### src/rtl/wc_pkg.sv
// Shared constants and types for the Winograd F(2,3) datapath and its
// feeders.
package wc_pkg;

  localparam int WC_DW   = 10;
  localparam int WC_M    = 2;
  localparam int WC_R    = 3;
  localparam int WC_TILE = WC_M + WC_R - 1;

  typedef logic signed [WC_DW-1:0] wc_sample_t;

  typedef enum logic [1:0] {
    FILL,
    PAIR,
    HOLD
  } wc_state_e;

endpackage

### src/rtl/wc_tile_loader_if.sv
// Sample-stream and tile handshake bundle for wc_tile_loader. The loader sits
// on the slave modport and the upstream/downstream environment sits on the
// master modport.
interface wc_tile_loader_if #(
  parameter int DW = wc_pkg::WC_DW
);

  logic                          in_valid;
  logic signed [DW-1:0]          in_data;
  logic                          in_ready;
  logic                          tile_valid;
  logic                          tile_ready;
  logic [wc_pkg::WC_TILE*DW-1:0] D;
  logic                          tile_last;

  modport master (
    output in_valid,
    output in_data,
    output tile_ready,
    input  in_ready,
    input  tile_valid,
    input  D,
    input  tile_last
  );

  modport slave (
    input  in_valid,
    input  in_data,
    input  tile_ready,
    output in_ready,
    output tile_valid,
    output D,
    output tile_last
  );

endinterface

### src/rtl/wc_tile_loader.sv
// Turns a serial row of samples into overlapping stride-2 4-sample tiles for
// the Winograd core, and holds each tile until downstream releases it.
module wc_tile_loader
  import wc_pkg::*;
#(
  parameter int DW      = WC_DW,
  parameter int ROW_LEN = 8
) (
  input logic             clk,
  input logic             rst,
  wc_tile_loader_if.slave bus
);

  localparam int COL_W = $clog2(ROW_LEN + 1);
  localparam int WIN_W = WC_TILE * DW;
  localparam logic [COL_W-1:0] FIRST_TILE_COL = COL_W'(WC_TILE);
  localparam logic [COL_W-1:0] ROW_END_COL    = COL_W'(ROW_LEN);

  wc_state_e        state_q;
  logic [COL_W-1:0] col_q, col_d;
  logic [1:0]       pc_q, pc_d;
  logic [WIN_W-1:0] win_q, win_d;
  logic             accept;
  logic             lastTile;

  assign accept   = bus.in_valid && (state_q != HOLD);
  assign lastTile = (state_q == HOLD) && (col_q == ROW_END_COL);

  assign win_d = {win_q[WIN_W-DW-1:0], bus.in_data};
  assign col_d = col_q + 1'b1;
  assign pc_d  = pc_q + 2'd1;

  assign bus.in_ready   = (state_q != HOLD);
  assign bus.tile_valid = (state_q == HOLD);
  assign bus.tile_last  = lastTile;
  assign bus.D          = win_q;

  // The window is never cleared between rows; the 4 fresh samples of the next
  // row overwrite it completely before the next tile is shown.
  always_ff @(posedge clk or posedge rst) begin
    if (rst) begin
      state_q <= FILL;
      col_q   <= '0;
      pc_q    <= '0;
      win_q   <= '0;
    end else begin
      case (state_q)
        FILL: begin
          if (accept) begin
            win_q <= win_d;
            col_q <= col_d;
            if (col_d == FIRST_TILE_COL) begin
              state_q <= HOLD;
            end
          end
        end
        PAIR: begin
          if (accept) begin
            win_q <= win_d;
            col_q <= col_d;
            pc_q  <= pc_d;
            if (pc_q == 2'd1) begin
              state_q <= HOLD;
            end
          end
        end
        HOLD: begin
          if (bus.tile_ready) begin
            if (lastTile) begin
              col_q   <= '0;
              state_q <= FILL;
            end else begin
              pc_q    <= '0;
              state_q <= PAIR;
            end
          end
        end
        default: begin
          state_q <= FILL;
        end
      endcase
    end
  end

endmodule

### src/flat_wrapper.sv
// flat-port wrapper written by rule: the top's interface ports become plain ports
module wc_tile_loader_flat import wc_pkg::*;
#(
  parameter int DW      = WC_DW,
  parameter int ROW_LEN = 8
)
  (clk, rst, bus_in_valid, bus_in_data, bus_tile_ready, bus_in_ready, bus_tile_valid, bus_D, bus_tile_last);
  wc_tile_loader_if #(.DW(DW)) bus_i ();
  input logic clk;
  input logic rst;
  input wire logic [$bits(bus_i.in_valid)-1:0] bus_in_valid;
  input wire logic [$bits(bus_i.in_data)-1:0] bus_in_data;
  input wire logic [$bits(bus_i.tile_ready)-1:0] bus_tile_ready;
  output wire logic [$bits(bus_i.in_ready)-1:0] bus_in_ready;
  output wire logic [$bits(bus_i.tile_valid)-1:0] bus_tile_valid;
  output wire logic [$bits(bus_i.D)-1:0] bus_D;
  output wire logic [$bits(bus_i.tile_last)-1:0] bus_tile_last;
  assign bus_i.in_valid = bus_in_valid;
  assign bus_i.in_data = bus_in_data;
  assign bus_i.tile_ready = bus_tile_ready;
  assign bus_in_ready = bus_i.in_ready;
  assign bus_tile_valid = bus_i.tile_valid;
  assign bus_D = bus_i.D;
  assign bus_tile_last = bus_i.tile_last;
  wc_tile_loader #(.DW(DW), .ROW_LEN(ROW_LEN)) u_core (.clk(clk), .rst(rst), .bus(bus_i));
endmodule
### config.mk
export PLATFORM = sky130hd
export DESIGN_NAME = wc_tile_loader_flat
export DESIGN_NICKNAME = d
export VERILOG_FILES = /design/src/rtl/wc_pkg.sv /design/src/rtl/wc_tile_loader_if.sv /design/src/rtl/wc_tile_loader.sv /design/src/flat_wrapper.sv
export SDC_FILE = /design/constraint.sdc
export NUM_CORES = 1
export LEC_CHECK = 0
export CAP_MARGIN = 5
export CORE_MARGIN = 2
export CORE_UTILIZATION = 36
export DETAILED_ROUTE_END_ITERATION = 16
export GPL_ROUTABILITY_DRIVEN = 0
export PLACE_DENSITY_LB_ADDON = 0.15
export SLEW_MARGIN = 20
export SYNTH_ARGS = -nofsm -noshare
export SYNTH_HDL_FRONTEND = slang
export SYNTH_SLANG_ARGS = --single-unit
### constraint.sdc
create_clock -name clk -period 1.7 [get_ports clk]
set_input_delay 0.255 -clock clk [delete_from_list [all_inputs] [get_ports clk]]
set_output_delay 0.255 -clock clk [all_outputs]
set_load 0.02 [all_outputs]
* Word-level counts from Yosys, hierarchy flattened
Index checks and enable logic that the tools add are counted.
Operators by class: add/sub/neg operators 2, equal/unequal tests 14, multiplexer cells 15, reductions and logical operators 10
Operators by type and width (count):
- 2-bit two-way mux | 8
- 4-bit two-way mux | 3
- 2-bit by 1-bit != test with 1-bit output (second input constant) | 6
- 4-bit case mux with 2 select lines | 1
- 4-bit AND reduction | 2
- 2-bit != test (second input constant) | 3
- 2-bit case mux with 3 select lines | 1
- 5-bit AND reduction | 1
- 4-bit by 1-bit adder with 4-bit output (second input constant) | 1
- 2-bit by 1-bit == test with 1-bit output (second input constant) | 2
- 4-bit by 3-bit == test with 1-bit output (second input constant) | 1
- 4-bit == test (second input constant) | 1
- 2-bit case mux with 2 select lines | 1
- 2-bit nonzero test | 2
- 2-bit by 1-bit adder with 2-bit output (second input constant) | 1
- 2-bit == test (second input constant) | 1
- 1-bit logical AND | 2
- 2-bit zero test | 1
- 2-bit AND reduction | 1
- 2-bit OR reduction | 1
- 1-bit two-way mux | 1
Storage, ports and cells: register bits 48, input port bits 14, output and inout port bits 43

* Longest topological paths before layout
Gate-level depths: netlist (run 1).
word-level depth 5, depth in mapped cells 5, mapped depth without buffers 5

* Least setup slack after synthesis (run 1)
Ideal clock, no wire load.
path kind register to register, start point register u_core.col_q[0], end point register u_core.col_q[3], data arrival time 1240 ps, data required time 1549 ps, setup slack 309 ps, cell stages (with the launch flop) 6, buffers on the path 0, period minus slack after synthesis 1391 ps, cells stage by stage dfrtp_1 -> inv_1 -> ha_1 -> nand3b_1 -> nor2_1 -> o221ai_1
On the way: cells in the longest elaborated chain, start to end 4, elaborated cells on any way between the ends 7, classes of those cells add/sub: 1; eq/ne: 2; mux: 2; reduce/logical: 2
Ends and longest elaborated chain:
- from (decl) | RTL line wc_tile_loader.sv:20 | logic [COL_W-1:0] col_q, col_d;
- from (signal assigned) | RTL line wc_tile_loader.sv:51 | col_q <= col_d;
- from (signal assigned) | RTL line wc_tile_loader.sv:60 | col_q <= col_d;
- 4-bit == test | RTL line wc_tile_loader.sv:27 | assign lastTile = (state_q == HOLD) && (col_q == ROW_END_COL);
- 1-bit logical AND | RTL line wc_tile_loader.sv:27
- via bus_tile_last | RTL line flat_wrapper.sv:17 | output wire logic [$bits(bus_i.tile_last)-1:0] bus_tile_last;
- 2-bit by 1-bit != test with 1-bit output (no source line)
- 4-bit AND reduction (no source line)
The timed path passes the listed nets, and every way through them passes these cells. The select of a mux whose other input is x is not followed. A chain may end at the register's enable or synchronous reset.

* Worst setup path after layout (run 1)
start point register u_core.state_q[0], end point output bus_tile_valid
On the way: cells in the longest elaborated chain, start to end 1
Ends and longest elaborated chain:
- from (decl) | RTL line wc_tile_loader.sv:19 | wc_state_e state_q;
- from (signal assigned) | RTL line wc_tile_loader.sv:42 | state_q <= FILL;
- from (signal assigned) | RTL line wc_tile_loader.sv:53 | state_q <= HOLD;
- from (signal assigned) | RTL line wc_tile_loader.sv:63 | state_q <= HOLD;
- 2-bit == test | RTL line wc_tile_loader.sv:34 | assign bus.tile_valid = (state_q == HOLD);
- to (decl) | RTL line flat_wrapper.sv:15 | output wire logic [$bits(bus_i.tile_valid)-1:0] bus_tile_valid;
Every way passes these cells.

==> results of run 1 <==
## Yosys cell counts, drive strengths merged, types with 2 or more instances
cell type / count
ha: 4
nand2: 126
o21ai: 2
buf: 10
nand3: 2
nand2b: 2
o22ai: 2
a31o: 2
nand3b: 2
inv: 7
xor2: 2
dfrtp: 48
and3: 2
## layout make-up
| type | instances | area (um^2) | share of cell area, % |
|---|---|---|---|
| clock buffers | 6 | 82.6 | 2.93 |
| clock inverters | 2 | 38.8 | 1.37 |
| inverters | 7 | 26.3 | 0.931 |
| multi-input cells | 156 | 723 | 25.6 |
| flip-flops and latches | 48 | 1200 | 42.6 |
| well taps | 72 | 90.1 | 3.19 |
| repair buffers | 67 | 661 | 23.4 |
## state kept, by name, indices dropped and copies added, names as in the netlist
signal and count:
u_core.bus.D 40, u_core.col_q 4, u_core.pc_q 2, u_core.state_q 2
## worst register-to-register path, delay by kind of cell (launching register included)
family / cells / cell delay (ns)
AND/OR/NAND/NOR: 1 / 0.18
AO/OA/AOI/OAI: 1 / 0.21
XOR/XNOR: 1 / 0.14
flip-flops: 1 / 0.38
buffers and inverters: 1 / 0.14
adder cells (fa/ha/maj): 1 / 0.21
## stage by stage
stage	util [%]	cell area [um^2]	total power, W	setup WS (ns)	cells
after global placement	49.5	2710	0.00470	0.0459	350
final	51.6	2820	0.00552	0.121	358
after global routing	51.6	2820	0.00595	0.0489	358
after detailed placement	49.5	2710	0.00474	0.0140	350
after floorplan	-	2020	0.00349	0.301	221
after CTS	51.7	2830	0.00560	0.0248	358
## power by group through the flow
stage / Combinational, W / Clock, W / Sequential [W]
2_1_floorplan: 0.000949 / 0 / 0.00254
3_3_place_gp: 0.00264 / 0 / 0.00206
3_5_place_dp: 0.00268 / 0 / 0.00206
4_1_cts: 0.00267 / 0.000887 / 0.00204
5_1_grt: 0.00290 / 0.000943 / 0.00211
6_report: 0.00263 / 0.000855 / 0.00204
## per-layer routing
layer	share of wire, %	global-route usage, %	vias up
met5	0	0	-
met4	1.4	6.21	0
met3	4.0	2.61	4
met2	42	21.6	41
met1	52	20.9	713
li1	-	-	815
## path summary, 6_finish.rpt
check / start / to / slack (ns) / cells past startpoint
max in group asynchronous: rst / u_core.bus.D[10] / 1.17 / 3
min reg2reg: u_core.bus.D[36] / u_core.bus.D[36] / 0.48 / 2
min: rst / u_core.bus.D[18] / 0.31 / 3
max reg2reg: u_core.col_q[0] / u_core.state_q[1] / 0.34 / 5
max: u_core.state_q[0] / bus_tile_valid / 0.12 / 3
min in group clk: bus_in_data[6] / u_core.bus.D[6] / 0.47 / 3
## logic make-up after synthesis
logic type | after synthesis | synth area share (%)
fa+ha+maj | 4 | 2.47
xor+xnor | 3 | 1.30
flops | 48 | 59.3
simple gates | 138 | 27.6
compound gates | 11 | 3.83
buf+inv | 17 | 5.44
## repair_timing
item | CTS | global route
resized for setup | 5 | 1
setup buffers | 0 | 0
endpoints found under the setup margin | 3 | 1
==> results.ini, run 1 <==
[status]
outcome=finished, final reports clean

[worst_setup_path]
critPathSlowestCell=dfrtp_1
cp.required_ns=1.44
cp_num_buf_inv=2
endpoint_kind=output port
crit_fanout=5
cp_top_family=buffers and inverters
crit_chain=nand2b_4 > inv_2 > dlygate4sd2_1
crit_arrival_ns=1.32
slowest_delay_ns=0.42
cp-start-kind=register
critPathKind=register to output port

[clocking]
cts.htree.levels=2
clk_latency_ns=0.30
path_clk_slew_ns=0.09
cts_buffers=5
cts.sinks=48
cts_tree=done
hold_buffers=0
clockBufferDepth=2
root_buffer=clkbuf_8

[timing]
relSlewSlack_pct=82.7
fin_skew_ns=0.00850
min_period_ns=1.58
grt_setup_unrepaired=false
tns_ns=0
slew_violations=0
hold_viol=0
whs_ns=0.308
setup_viol=0
fin_crit_sh_pct=92.9
tightest_slew_ns=0.259
max_freq_mhz=633

[route]
via_per_inst=4.39
drt_iter0_drc=73
drt-total-wl_um=4110
wl_per_cell_um=11.5
ant_nets=0
drt_pass1_iterations=4
route.vias.total=1573
drc=0

[layout]
drive_gt1_share_pct=9.79
diodes=0
final_cell_mix=nand2_1 (126), clkdlybuf4s50_1 (53), dfrtp_1 (48), buf_4 (9), clkbuf_8 (6)
nets=303
final_common_cell=nand2_1
n_fill_cell=577
area_growth_pct=39.4

[die]
die-width_um=79.0
design.die.area_um2=6240
start_util_pct=37.0
boundaryPins=57
core_area_um2=5470
std_cell_rows=27
die_h_um=79.0

[logic_synthesis]
yosysSeqAreaShare_pct=59.3
synth_area_um2=2020
synth_warnings=0
synth_edf_count=0
post-synth-top-area-cell=dfrtp_1
synth_flop_cell=dfrtp_1
synth_cell_types=30
synth_top_area_share_pct=59.3
ys_ff_latch=48
async_reset_ff_share_pct=100
synth.avg_cell_area_um2=9.16
synthTopCellsByArea=dfrtp_1 (59%), nand2_1 (23%), buf_6 (2.8%)
syn_nets=239
synthCells=221

[placement]
io_buffers=56
hpwl_um=2820

[job]
cap_viol_max_count=0

[grt]
antenna_found_initial=0
grt_pass1_vias=1516
grt_usage_pct=14.5
grt_start_max_net_pins=49
grt_pass1_wl_um=7150
grt_overflow=0

[power_and_ir_drop]
leakage_nw=1.42
p_int_w=0.00337
pwr-share-comb_pct=47.6
p_per_area_nw_per_um2=1960
peakVddDrop_mv=0.679
p_clk_share_pct=15.5
swShare_pct=38.9
p_seq_share_pct=36.9
switching_power_w=0.00215

[worst_hold_path]
hp-class=input pin to async pin

No activity file was read; power rests on OpenSTA's default activity.
==> inputs of run 2 (changes only) <==
--- a/config.mk
+++ b/config.mk
@@ -5,12 +5,14 @@
 export SDC_FILE = /design/constraint.sdc
 export NUM_CORES = 1
 export LEC_CHECK = 0
+export ABC_AREA = 1
 export CAP_MARGIN = 5
 export CORE_MARGIN = 2
 export CORE_UTILIZATION = 36
 export DETAILED_ROUTE_END_ITERATION = 16
 export GPL_ROUTABILITY_DRIVEN = 0
 export PLACE_DENSITY_LB_ADDON = 0.15
+export SETUP_SLACK_MARGIN = 0.3
 export SLEW_MARGIN = 20
 export SYNTH_ARGS = -nofsm -noshare
 export SYNTH_HDL_FRONTEND = slang
==> run 2 against run 1 <==
  * Flip-flop and latch count stayed put
  * Combinational power grew 6%
  * Cell count is 3.1% lower
  * Via count down 3.5%
  * Synthesized cell count decreased by 3.6%
  * First-iteration DRC count rose by 1.4%
  * Largest cell class unchanged
==> results.ini, run 2 <==
[worst_setup_path]
rr_endpoint=u_core.state_q[1]
cp.required_ns=1.44  ; about the same
reg2reg_slack_ns=0.29  ; -0.05 ns
critPathSlowestCell=dfrtp_1
rr_startpoint=u_core.col_q[1]
cp_num_cells=5  ; +2
cp_top_family=flip-flops
cp_num_buf_inv=2  ; unchanged
cp-start-kind=register
endpoint_kind=output port
crit_fanout=2  ; -3
critPathKind=register to output port
slowest_delay_ns=0.40  ; -0.02 ns
reg2reg_depth=10  ; +5
crit_chain=inv_2 > ha_4 > nand3_4 > nor2_4 > buf_6
endpoint=bus_tile_last
crit_arrival_ns=1.22  ; -0.10 ns
cp-startpoint=u_core.col_q[0]

[logic_synthesis]
synthTopCellsByArea=dfrtp_1 (58%), a21oi_2 (8.4%), nand2_1 (6.1%)
synth.avg_cell_area_um2=9.79  ; +6.9%
synth_flop_cell=dfrtp_1
synth_cell_types=19  ; -37%
yosysSeqAreaShare_pct=57.6  ; -1.7 points
async_reset_ff_share_pct=100  ; unchanged
post-synth-top-area-cell=dfrtp_1
synthCells=213  ; -3.6%
ys_ff_latch=48  ; unchanged
syn_nets=231  ; -3.3%
synthTopCellsByCount=dfrtp_1 (48), nand2_1 (34), inv_1 (31), nor2_1 (27), o21ai_0 (21)
synth_warnings=0  ; unchanged
synth_area_um2=2090  ; +3.0%
synth_top_area_share_pct=57.6  ; -1.7 points
synth_edf_count=0  ; unchanged
post-synth-top-count-cell=dfrtp_1

[timing]
min_period_ns=1.48  ; -0.0993 ns
hold_viol=0  ; unchanged
slew_violations=0  ; unchanged
fin_skew_ns=0.0118  ; +0.00335 ns
setup_viol=0  ; unchanged
fin_crit_sh_pct=87.0  ; -5.8 points
max_freq_mhz=676  ; +6.7%
tns_ns=0  ; unchanged
grt_setup_unrepaired=true
tightest_slew_ns=0.264  ; +0.00471 ns
relSlewSlack_pct=82.4  ; -0.31 points

[layout]
drive_gt1_share_pct=18.2  ; +8.4 points
seqCellArea_um2=1200  ; unchanged
n_fill_cell=586  ; +1.6%
final_cell_mix=dfrtp_1 (48), dlygate4sd2_1 (40), nand2_1 (34), inv_1 (28), nor2_1 (26)
final_core_util_pct=50.6  ; -1.0 points
area_growth_pct=34.3
final_common_cell=dfrtp_1
diodes=0  ; unchanged
largest_reg_flops=40  ; unchanged
multi_input_area_um2=713  ; -1.4%
nets=292  ; -3.6%

[placement]
io_buffers=56  ; unchanged
hpwl_um=2590  ; -8.3%

[route]
wl_per_cell_um=11.4  ; -0.67%
ant_nets=0  ; unchanged
drt-total-wl_um=3960  ; -3.7%
drt_pass1_iterations=4  ; unchanged
drt_iter0_drc=74  ; +1.4%
drc=0  ; unchanged
via_per_inst=4.37  ; -0.44%
route.vias.total=1518  ; -3.5%

[power_and_ir_drop]
leakage_nw=1.38  ; -3.2%
p_per_area_nw_per_um2=1970  ; +0.58%
peakVddDrop_mv=0.910  ; +34%

[status]
outcome=finished, final reports clean

[grt]
grt_usage_pct=13.5  ; -1.1 points
grt_pass1_wl_um=6600  ; -7.7%
grt_overflow=0  ; unchanged
antenna_found_initial=0  ; unchanged
grt_pass1_vias=1453  ; -4.2%
grt_start_max_net_pins=59  ; +20%

[clocking]
cts_buffers=5  ; unchanged
clk_latency_ns=0.30  ; about the same
path_clk_slew_ns=0.09  ; about the same
cts_tree=done
cts.sinks=48  ; unchanged
clockBufferDepth=2  ; unchanged
hold_buffers=0  ; unchanged
cts.htree.levels=2  ; unchanged
root_buffer=clkbuf_8

[job]
cap_viol_max_count=0  ; unchanged

[die]
start_util_pct=37.6  ; +0.66 points
std_cell_rows=27  ; unchanged
boundaryPins=57  ; unchanged
die_h_um=80.1  ; +1.4%
core_area_um2=5540  ; +1.2%
design.die.area_um2=6420  ; +2.9%
die-width_um=80.1  ; +1.4%

[worst_hold_path]
hp-class=input pin to async pin

==> run 2: worst min-delay path by stage <==
stage,slack [ns],start,to,cells after the start
after floorplan,0.41,bus_in_data[0],u_core.bus.D[0],2
after global placement,0.47,u_core.bus.D[36],u_core.bus.D[36],2
after detailed placement,0.48,u_core.bus.D[38],u_core.bus.D[38],2
after CTS,0.31,rst,u_core.bus.D[29],3
after global routing,0.32,rst,u_core.col_q[2],3
final,0.30,rst,u_core.col_q[2],3
==> run 2: layout make-up <==
class                   count  area share, %
multi-input cells         123           25.5
clock buffers               7           3.08
repair buffers             63           20.7
inverters                  33           4.42
clock inverters             1          0.268
well taps                  72           3.22
flip-flops and latches     48           42.9
==> run 2: tightest hold or removal path, stage by stage <==
cell and delay, ns:
clkdlybuf4s50_1 0.41, inv_2 0.07, buf_12 0.24
==> run 2: cell families (layout without fill, tap and decap cells) <==
family | count (synthesis) | after routing | share of synthesized area, %
buffers and inverters | 42 | 104 | 9.78
adders and majority gates | 4 | 4 | 2.40
AOI/OAI and AO/OA | 48 | 48 | 15.8
DFF | 48 | 48 | 57.6
and+or+nand+nor | 71 | 71 | 14.4
==> run 2: per-stage QoR <==
step | instance area (um^2) | setup WS, ns | std cells | hold slack, ns | total power, W
detailed placement | 2720 | 0.0462 | 337 | 0.476 | 0.00516
finish | 2800 | 0.220 | 347 | 0.302 | 0.00551
global route | 2800 | 0.169 | 347 | 0.320 | 0.00598
floorplan | 2090 | 0.301 | 213 | 0.407 | 0.00390
CTS | 2760 | 0.162 | 346 | 0.306 | 0.00553
global placement | 2720 | 0.0765 | 337 | 0.465 | 0.00512
==> run 2: layer usage <==
layer  up-vias  wire length [um]  global-route usage [%]  share of wire, %
met5         -                 0                       0                 0
met2        32              1810                    21.7                46
met3         6               260                    5.39               6.6
met1       692              1840                    16.4                46
li1        788                 -                       -                 -
met4         0                55                    4.58               1.4
==> run 2: power breakdown <==
group          switching [W]  internal, W  total, W
sequential          0.000326      0.00170   0.00203
clock               0.000362     0.000331  0.000692
combinational        0.00172      0.00107   0.00280
total                0.00241      0.00310   0.00551
==> run 2: timing repair <==
item,4_1_cts,5_1_grt
setup buffers,1,1
endpoints found under the setup margin,43,2
pin swaps,0,1
resized for setup,51,10
cloned,0,0
==> inputs of run 3 (changes only) <==
--- a/config.mk
+++ b/config.mk
@@ -13,6 +13,7 @@
 export GPL_ROUTABILITY_DRIVEN = 0
 export PLACE_DENSITY_LB_ADDON = 0.15
 export SETUP_SLACK_MARGIN = 0.3
+export SKIP_CTS_REPAIR_TIMING = 1
 export SLEW_MARGIN = 20
 export SYNTH_ARGS = -nofsm -noshare
 export SYNTH_HDL_FRONTEND = slang
==> run 3 against run 2 <==
  * Cell count shrank 0.29%
  * Largest power group unchanged
  * Wire length shrank 2.2%
  * Utilization grew 2.0 points
  * Critical endpoint unchanged
  * Critical path depth is the same
  * First-iteration DRC count shrank 12%
==> results.ini, run 3 (synthesized netlist as in run 2, its figures left out) <==
[status]
outcome=finished, final reports clean

[power_and_ir_drop]
p_per_area_nw_per_um2=1950  ; -0.86%
peakVddDrop_mv=0.963  ; +5.8%
leakage_nw=1.67  ; +21%

[clocking]
cts.sinks=48  ; unchanged
clockBufferDepth=2  ; unchanged
root_buffer=clkbuf_8
path_clk_slew_ns=0.08  ; about the same
cts_buffers=5  ; unchanged
cts_tree=done
cts.htree.levels=2  ; unchanged
clk_latency_ns=0.30  ; about the same

[die]
boundaryPins=57  ; unchanged
core_area_um2=5540  ; unchanged
die_h_um=80.1  ; unchanged
std_cell_rows=27  ; unchanged
die-width_um=80.1  ; unchanged
design.die.area_um2=6420  ; unchanged
start_util_pct=37.6  ; unchanged

[worst_setup_path]
crit_arrival_ns=1.27  ; +0.05 ns
reg2reg_slack_ns=0.41  ; +0.12 ns
endpoint_kind=output port
crit_chain=inv_1 > ha_1 > nand3_1 > nor2_2 > clkbuf_2
slowest_delay_ns=0.38  ; -0.02 ns
crit_fanout=2  ; unchanged
critPathKind=register to output port
cp.required_ns=1.44  ; about the same
critPathSlowestCell=dfrtp_1
cp-start-kind=register

[grt]
grt_start_max_net_pins=59  ; unchanged
grt_pass1_wl_um=6520  ; -1.2%
antenna_found_initial=0  ; unchanged
grt_overflow=0  ; unchanged
grt_pass1_vias=1463  ; +0.69%
grt_usage_pct=13.3  ; -0.19 points

[layout]
final_area_um2=2910  ; +3.9%
diodes=0  ; unchanged
n_fill_cell=561  ; -4.3%
final_cell_mix=dfrtp_1 (48), dlymetal6s2s_1 (40), nand2_1 (34), inv_1 (29), nor2_1 (26)
final_common_cell=dfrtp_1
drive_gt1_share_pct=16.8  ; -1.4 points
area_growth_pct=39.5
nets=291  ; -0.34%
largest_reg_flops=40  ; unchanged
multi_input_area_um2=683  ; -4.2%
seqCellArea_um2=1200  ; unchanged

[route]
drt_pass1_iterations=3  ; -1
drc=0  ; unchanged
via_per_inst=4.36  ; -0.24%
drt_iter0_drc=65  ; -12%
wl_per_cell_um=11.2  ; -1.9%
drt-total-wl_um=3870  ; -2.2%
route.vias.total=1510  ; -0.53%
ant_nets=0  ; unchanged

[timing]
fin_crit_sh_pct=89.8  ; +2.8 points
hold_viol=0  ; unchanged
tightest_slew_ns=0.270  ; +0.00602 ns
relSlewSlack_pct=82.0  ; -0.40 points
grt_setup_unrepaired=true
slew_violations=0  ; unchanged
setup_viol=0  ; unchanged
tns_ns=0  ; unchanged
fin_skew_ns=0.0122  ; +0.000355 ns
min_period_ns=1.53  ; +0.0468 ns
max_freq_mhz=655  ; -3.1%

[placement]
dpl_cell_area_um2=2720  ; unchanged
io_buffers=56  ; unchanged
hpwl_um=2590  ; unchanged

[job]
cap_viol_max_count=0  ; unchanged

[worst_hold_path]
hp-class=input pin to async pin

run 3: cell count changes in the layout (fill, tap and decap cells not counted), sizes merged:
cell | previous run | this run
clkbuf | 7 | 9
dlygate4sd2 | 40 | 0
dlymetal6s2s | 0 | 40
buf | 10 | 7
run 3: metrics by stage:
step / worst slack [ns] / cells / total power, W / hold slack, ns / util, %
6_report: 0.173 / 346 / 0.00568 / 0.300 / 52.5
5_1_grt: 0.0742 / 346 / 0.00614 / 0.319 / 52.5
4_1_cts: -0.280 / 345 / 0.00589 / 0.306 / 50.8
3_5_place_dp: 0.0462 / 337 / 0.00516 / 0.476 / 49.1
3_3_place_gp: 0.0765 / 337 / 0.00512 / 0.465 / 49.1
2_1_floorplan: 0.301 / 213 / 0.00390 / 0.407 / -
run 3: cell type report:
type                            instances  area share, %
Clock inverter                          1          0.258
Inverter                               33           4.26
Clock buffer                            7           2.97
Tap cell                               72           3.10
Timing Repair Buffer                   62           24.7
Multi-Input combinational cell        123           23.5
Sequential cell                        48           41.3
run 3: path summary, 6_finish.rpt:
| check | start | endpoint | cells past startpoint |
|---|---|---|---|
| setup / recovery | u_core.col_q[1] | bus_tile_last | 5 |
| hold / removal | rst | u_core.bus.D[29] | 3 |
| setup reg to reg | u_core.col_q[0] | u_core.state_q[1] | 9 |
| hold reg to reg | u_core.bus.D[38] | u_core.bus.D[38] | 2 |
| max in group asynchronous | rst | u_core.bus.D[19] | 3 |
| min in group clk | u_core.bus.D[38] | u_core.bus.D[38] | 2 |
run 3: power breakdown:
part | leakage (nW) | total (W) | switching (W) | internal (W)
Sequential | 0.562 | 0.00202 | 0.000321 | 0.00170
Combinational | 1.06 | 0.00297 | 0.00169 | 0.00128
Clock | 0.0445 | 0.000693 | 0.000362 | 0.000331
run 3: routing by layer:
metal  share of wire (%)  global-route usage (%)  routed length [um]
met1                  48                    16.7                1860
met2                  44                    20.7                1700
met3                 6.5                    5.28                 251
met4                 1.4                    4.58                  56
met5                   0                       0                   0
run 3: critical path, delay by kind of cell, from the launching register on:
kind | cells | cell delay (ns)
and+or+nand+nor | 2 | 0.22
DFF | 1 | 0.38
adders and majority gates | 1 | 0.14
buffers and inverters | 2 | 0.24
